[src/rtl/gshare_bpu.sv]
// gshare_bpu: gshare/bimodal direction predictor with a direct-mapped BTB.
// Lookup is purely combinational; training and history shift on clk.
module gshare_bpu #(
    parameter int BHT_IDX_W = 8,
    parameter int GHR_W     = 8,
    parameter int BTB_IDX_W = 6,
    parameter int MODE      = 1
) (
    input  logic                          clk,
    input  logic                          rst,
    input  logic [31:0]                   lookup_PC,
    output logic                          predict_taken,
    output logic                          BTB_hit,
    output logic [31:0]                   BTB_PC,
    output logic [((GHR_W==0)?1:GHR_W)-1:0] lookup_ghr,
    input  logic                          updata_enable,
    input  logic [31:0]                   updata_PC,
    input  logic [((GHR_W==0)?1:GHR_W)-1:0] updata_ghr,
    input  logic                          updata_taken,
    input  logic                          updata_miss,
    input  logic [31:0]                   destination_PC,
    output logic [31:0]                   branch_count,
    output logic [31:0]                   branch_miss_count
);
    localparam int GW    = (GHR_W == 0) ? 1 : GHR_W;
    localparam int BHT_N = 1 << BHT_IDX_W;
    localparam int BTB_N = 1 << BTB_IDX_W;
    localparam int TAG_W = 32 - BTB_IDX_W - 2;

    logic [1:0]       r_bht     [BHT_N];
    logic             r_btb_vld [BTB_N];
    logic [TAG_W-1:0] r_btb_tag [BTB_N];
    logic [31:0]      r_btb_tgt [BTB_N];
    logic [GW-1:0]    r_ghr;
    logic [31:0]      r_bcnt;
    logic [31:0]      r_mcnt;

    logic [BHT_IDX_W-1:0] w_lk_mix;
    logic [BHT_IDX_W-1:0] w_up_mix;
    logic [BHT_IDX_W-1:0] w_lk_idx;
    logic [BHT_IDX_W-1:0] w_up_idx;
    logic [BTB_IDX_W-1:0] w_lk_bidx;
    logic [BTB_IDX_W-1:0] w_up_bidx;
    logic [TAG_W-1:0]     w_lk_tag;
    logic [TAG_W-1:0]     w_up_tag;
    logic [1:0]           w_cnt_old;
    logic [1:0]           w_cnt_new;
    logic                 w_btb_we;
    logic                 w_hit;
    logic                 w_unused;

    // History only folds into the index in gshare mode; the update side
    // uses the snapshot carried down the pipe, never the live register.
    assign w_lk_mix = (MODE != 0) ? BHT_IDX_W'(r_ghr) : '0;
    assign w_up_mix = (MODE != 0) ? BHT_IDX_W'(updata_ghr) : '0;
    assign w_lk_idx = lookup_PC[BHT_IDX_W+1:2] ^ w_lk_mix;
    assign w_up_idx = updata_PC[BHT_IDX_W+1:2] ^ w_up_mix;

    assign w_lk_bidx = lookup_PC[BTB_IDX_W+1:2];
    assign w_up_bidx = updata_PC[BTB_IDX_W+1:2];
    assign w_lk_tag  = lookup_PC[31:BTB_IDX_W+2];
    assign w_up_tag  = updata_PC[31:BTB_IDX_W+2];

    assign w_hit = r_btb_vld[w_lk_bidx] && (r_btb_tag[w_lk_bidx] == w_lk_tag);

    assign predict_taken     = r_bht[w_lk_idx][1];
    assign BTB_hit           = w_hit;
    assign BTB_PC            = w_hit ? r_btb_tgt[w_lk_bidx] : 32'h0;
    assign lookup_ghr        = r_ghr;
    assign branch_count      = r_bcnt;
    assign branch_miss_count = r_mcnt;

    assign w_btb_we = updata_enable && updata_taken;
    assign w_unused = ^{lookup_PC[1:0], updata_PC[1:0]};

    // Saturating 2-bit counter step for the resolving entry.
    always_comb begin
        w_cnt_old = r_bht[w_up_idx];
        w_cnt_new = w_cnt_old;
        if (updata_taken) begin
            if (w_cnt_old != 2'b11) w_cnt_new = w_cnt_old + 2'b01;
        end else begin
            if (w_cnt_old != 2'b00) w_cnt_new = w_cnt_old - 2'b01;
        end
    end

    // Pattern table: all weakly not-taken out of reset.
    always_ff @(posedge clk or posedge rst) begin
        if (rst) begin
            for (int i = 0; i < BHT_N; i++) r_bht[i] <= 2'b01;
        end else if (updata_enable) begin
            r_bht[w_up_idx] <= w_cnt_new;
        end
    end

    // BTB valid bits; a taken resolution claims the slot unconditionally.
    always_ff @(posedge clk or posedge rst) begin
        if (rst) begin
            for (int i = 0; i < BTB_N; i++) r_btb_vld[i] <= 1'b0;
        end else if (w_btb_we) begin
            r_btb_vld[w_up_bidx] <= 1'b1;
        end
    end

    // BTB payload needs no reset; it is only observable behind valid.
    always_ff @(posedge clk) begin
        if (!rst && w_btb_we) begin
            r_btb_tag[w_up_bidx] <= w_up_tag;
            r_btb_tgt[w_up_bidx] <= destination_PC;
        end
    end

    // Global history shift register (pinned to zero when GHR_W is 0).
    generate
        if (GHR_W > 1) begin : g_ghr_n
            always_ff @(posedge clk or posedge rst) begin
                if (rst)                r_ghr <= '0;
                else if (updata_enable) r_ghr <= {r_ghr[GW-2:0], updata_taken};
            end
        end else if (GHR_W == 1) begin : g_ghr_1
            always_ff @(posedge clk or posedge rst) begin
                if (rst)                r_ghr <= '0;
                else if (updata_enable) r_ghr <= updata_taken;
            end
        end else begin : g_ghr_0
            always_ff @(posedge clk or posedge rst) begin
                if (rst) r_ghr <= '0;
                else     r_ghr <= '0;
            end
        end
    endgenerate

    // Resolved-branch and misprediction counters, saturating at all ones.
    always_ff @(posedge clk or posedge rst) begin
        if (rst) begin
            r_bcnt <= '0;
            r_mcnt <= '0;
        end else if (updata_enable) begin
            if (r_bcnt != 32'hFFFF_FFFF) r_bcnt <= r_bcnt + 32'd1;
            if (updata_miss && (r_mcnt != 32'hFFFF_FFFF)) r_mcnt <= r_mcnt + 32'd1;
        end
    end

endmodule

[config.mk]
export PLATFORM = sky130hd
export DESIGN_NAME = gshare_bpu
export DESIGN_NICKNAME = d
export VERILOG_FILES = /design/src/rtl/gshare_bpu.sv
export SDC_FILE = /design/constraint.sdc
export NUM_CORES = 2
export LEC_CHECK = 0
export CAP_MARGIN = 20
export CORE_UTILIZATION = 50
export DETAILED_ROUTE_END_ITERATION = 12
export GPL_TIMING_DRIVEN = 0
export HOLD_SLACK_MARGIN = 0.03
export PLACE_DENSITY = 0.73
export SLEW_MARGIN = 30
export SYNTH_ARGS = -nofsm -noshare
export SYNTH_HDL_FRONTEND = slang
export SYNTH_SLANG_ARGS = --single-unit
[constraint.sdc]
create_clock -name clk -period 13.91 [get_ports clk]
set_input_delay 1.391 -clock clk [delete_from_list [all_inputs] [get_ports clk]]
set_output_delay 1.391 -clock clk [all_outputs]
set_load 0.02 [all_outputs]
== Word level (Yosys, flattened, before mapping) ==
Memories as Yosys holds them, arrays and structs flattened.
Cells that the tools add are included.
Storage, ports and cells
  bits in registers: 648
  RAM bits: 3584
  bits of input ports: 109
  output and inout bits: 106
  word-level logic and storage cells: 376
  memories: 2
Operators by class
  add/sub/neg operators: 4
  $lt $le $gt $ge: 6
  equal/unequal tests: 4
  multiplexer cells: 20
  bitwise operators: 7
  reductions and logical operators: 10
Memories
  r_btb_tgt: words 64, bits a word 32, read ports 1, clocked after Yosys merged registers in 0, write ports 1, RTL line 33  | logic [31:0] r_btb_tgt [BTB_N];
  r_btb_tag: words 64, bits a word 24, read ports 1, clocked after Yosys merged registers in 0, write ports 1, RTL line 32  | logic [TAG_W-1:0] r_btb_tag [BTB_N];
Operators with widths (count)
  512-bit bitwise mux: 1
  32-bit by 1-bit adder with 32-bit output, second input constant: 2
  32-bit inequality test, second input constant: 2
  64-bit bitwise OR: 1
  2-bit binary-select mux with 8-bit select: 2
  32-bit two-way mux: 1
  24-bit == test: 1
  9-bit >= comparator, second input constant: 2
  8-bit inverter with 9-bit output: 2
  2-bit demux with 8-bit select: 1
  2-bit two-way mux: 8
  8-bit XOR: 2
  7-bit >= comparator, second input constant: 2
  6-bit inverter with 7-bit output: 2
  9-bit by 1-bit less-than comparator with 1-bit output, second input constant: 1
  7-bit by 1-bit less-than comparator with 1-bit output, second input constant: 1
  1-bit binary-select mux with 6-bit select: 1
  1-bit demux with 6-bit select: 1
  1-bit logical AND: 6
  1-bit two-way mux: 5
  2-bit AND reduction: 2
  2-bit by 1-bit adder with 2-bit output, second input constant: 1
  2-bit inequality test, second input constant: 1
  2-bit nonzero test: 1
  2 further kinds: 2

== Logic depth before layout (Yosys ltp) ==
  word-level depth: 9
  mapped depth: 17
  gate-level depth less buffers: 9

== Worst setup path before layout ==
OpenSTA, ideal clock, no wires.
  kind: input to register
  start: input rst
  end: memory r_btb_tag[10][0] (netlist bit) (enable)
  library setup time: 0.759 ns
  arrival time: 21.632 ns
  required time: 13.151 ns
  path slack: -8.480 ns
  stages: 3
  path buffers: 0
  cell sequence: clkinv_1 nand2_1 nor2_1
On the way
  word-level cells in the longest chain between the ends: 4
Ends and longest elaborated chain
  start, declared: RTL line 10  | input logic rst,
  1-bit logical NOT (no line)
  1-bit logical AND: RTL line 107  | if (!rst && w_btb_we) begin
  1-bit two-way mux: RTL line 107
  1-bit two-way mux (implied by the code): RTL line 108  | r_btb_tag[w_up_bidx] <= w_up_tag;
  end, declared: RTL line 32
No other way between the ends.

== Worst setup path after layout ==
  start: input lookup_PC[3]
  end: output BTB_PC[30]
On the way
  word-level cells in the longest chain between the ends: 6
  elaborated cells between the ends (all ways): 9
  those cells by class: eq/ne: 1; mux: 4; bitwise: 1; reduce/logical: 1; memory: 2
Ends and longest elaborated chain
  start, declared: RTL line 11  | input logic [31:0] lookup_PC,
  branches (longest 5 deep; another with memory read 64 x 24 bit)
  32-bit two-way mux *: RTL line 68  | assign BTB_PC = w_hit ? r_btb_tgt[w_lk_bidx] : 32'h0;
  end, declared: RTL line 14  | output logic [31:0] BTB_PC,
Mark *: on every way between the ends. The select of a mux whose other input is x is not followed.

==> reports/metrics.yaml <==
cts_tree: "yes"
row_count: 212
final_max_slew_viol_count: 0
port-buffer-count: 198
multi_input_area_sq_um: 42510
synth_area_leaders: "edfxtp_1 64%, mux4_2 18%, dfrtp_1 5.8%, dfstp_2 4.0%, nand2_1 1.9%"
cp-end-kind: "output pin"
worst_pin_slew_ns: 1.223
p_leak_uw: 0.06609
slew_headroom_pct: 16.12
cts-root-buf: "clkbuf_16"
status: "completed"
synth_ff_type: "edfxtp_1"
crit_path_start_kind: "input pin"
drtIter0Drc: 19840
synth_edf_count: 3584
fillers: 21840
path_clk_slew_ns: 0.06
track_usage_pct: 35.34
drive_gt1_share_pct: 32.87
grt_antenna_before_repair: 44
drtPass1Iterations: 9
yosysWarningCount: 0
synth.distinct_cells: 65
fin_ws_ns: 3.677
regArea_sq_um: 124200
cts_buffers: 417
setup_viol: 0
clock-sinks: 4232
area_delta_synth_final_pct: 19.64
pre_cts_ws_ns: 4.068
cts_setup_buffers: 0
synth_top_cell_by_area: "edfxtp_1"
clk_latency_ns: 1.03
rsz0062_at_grt: "no"
grt_max_degree: 133
netlist_area_sq_um: 167800
wl_mm: 603.5
max_freq_mhz: 97.72
synth_top_area_share_pct: 64.13
critPathKind: "input pin to output pin"
remaining_drc_errors: 0
placed_cell_area_sq_um: 187200
vias: 101600
cp_max_fo: 10
die_h_um: 581.3
antenna_left: 0
cts_hold_buf: 0
worstPathRequired_ns: 12.52
crit_arrival_ns: 8.84
ys_seq_area_share_pct: 73.98
htree_num_levels: 5
synthTopCellsByCount: "3,584 x edfxtp_1, 1,354 x mux4_2, 862 x nand2_1"
pin_count: 215
async_flop_share_pct: 15.31
power_density_nw_per_um2: 138.3
cts.repair.resized: 0
ys_seq_elements: 4232
hold_viol: 0
die_w_um: 581.3
fin_crit_sh_pct: 73.57
coreArea_sq_um: 333700
fin_nets: 9396
gp_congestion: 0.9572
wl_per_cell_um: 42.98
drt-vias-per-instance: 7.232
setup_tns_ns: 0
clock_path_buffers: 4
grt.overflow.total: 0
vdd_drop_max_uv: 110.2
synth.most_common_cell: "edfxtp_1"
skew_ns: 0.09586
stdcell_area_sq_um: 200800
hpwlAfterDp_mm: 386.4
die_area_sq_um: 338000
hold_class: "flip-flop to flip-flop"
syn_nets: 8330
fin_crit_ns: 10.23
grt_pass1_wl_mm: 813.6
syn-instance-count: 8219
grt_pass1_vias: 99380
initial_core_util_pct: 50.29
syn_area_per_cell_sq_um: 20.42
max-cap-violations: 0
flip-flops by register name, summed over array words and instances, names as in the netlist:
signal / flops
r_btb_tgt: 2048
lookup_ghr: 8
branch_miss_count: 32
r_btb_tag: 1536
r_btb_vld: 64
branch_count: 32
r_bht: 512
critical path: stages:
cell and delay [ns]:
clkbuf_1 0.79, clkbuf_1 0.78, clkbuf_2 0.65, clkbuf_2 0.32, buf_12 0.25, clkbuf_2 0.55
mux2i_1 0.34, nand2_1 0.10, o211ai_1 0.10, nand3_1 0.13, xnor2_1 0.70, o211ai_1 0.29
nor4bb_4 0.34, buf_4 0.26, clkbuf_1 0.76, and3_1 0.38, clkdlybuf4s50_1 0.64
final cells by class:
cell class / count / share of cell area [%]
inverter: 11 / 0.02680
tap: 4387 / 2.734
antenna: 22 / 0.02742
buffer: 452 / 1.047
clock buffer: 525 / 5.513
clock inverter: 242 / 1.212
multi-input combinational: 3524 / 21.17
sequential: 4232 / 61.84
timing repair buffer: 647 / 6.428
power breakdown:
group	leakage [uW]	switching [uW]	internal, uW
registers	0.0402	140	14000
logic	0.0193	1350	787
clock network	0.00657	5150	6330
path summary, 6_finish.rpt:
kind	from	cells after the start	endpoint	slack, ns
max	lookup_PC[3]	17	BTB_PC[30]	3.68
min	r_bht[74]	2	r_bht[74]	0.46
max reg2reg	r_bht[286]	10	r_bht[429]	9.62
min reg2reg	r_bht[74]	2	r_bht[74]	0.46
max in group asynchronous	rst	5	branch_miss_count[0]	11.04
min in group asynchronous	rst	2	r_bht[295]	0.94
metrics by stage:
| step | hold slack (ns) | utilization, % | cells | power, uW |
|---|---|---|---|---|
| floorplan | 0.4226 | - | 8219 | 15440 |
| global placement | 0.4332 | 52.53 | 12800 | 16260 |
| detailed placement | 0.4416 | 56.09 | 13250 | 16410 |
| CTS | 0.4617 | 60.13 | 14020 | 27630 |
| global route | 0.4736 | 60.16 | 14030 | 28200 |
| finish | 0.4606 | 60.17 | 14040 | 27760 |
cell usage in the layout (no fill, tap or decap), drive strengths merged, types with 28 or more instances in the layout:
| master | netlist | routed |
|---|---|---|
| inv | 10 | 31 |
| buf | 183 | 684 |
| clkbuf | 269 | 799 |
| nor2 | 132 | 132 |
| edfxtp | 3584 | 3584 |
| dfstp | 256 | 256 |
| mux2i | 65 | 65 |
| dfrtp | 392 | 392 |
| xor2 | 45 | 45 |
| mux2 | 32 | 32 |
| o21bai | 32 | 32 |
| and3 | 48 | 48 |
| nand4 | 28 | 28 |
| o21ai | 531 | 531 |
| nand2 | 862 | 862 |
| bufinv | 0 | 36 |
| clkdlybuf4s50 | 0 | 141 |
| mux4 | 1354 | 1354 |
| nand3 | 65 | 65 |
| xnor2 | 78 | 78 |
| a21o | 33 | 33 |
| clkinv | 1 | 171 |
cell families after synthesis:
group	Yosys count	share of synthesized area, %
AOI/OAI and AO/OA	714	2.378
and+or+nand+nor	1232	3.075
buffers and inverters	463	1.117
DFF	4232	73.98
muxes	1451	18.77
adders and majority gates	4	0.02758
xor gates and xnor gates	123	0.6464
routing by layer:
layer | global-route usage [%] | share of wire, %
met5 | 0.6945 | 0.099
met1 | 43.58 | 31
met4 | 22.61 | 8.1
met3 | 13.51 | 16
met2 | 52.53 | 44
(Power assumes the default switching activity.)
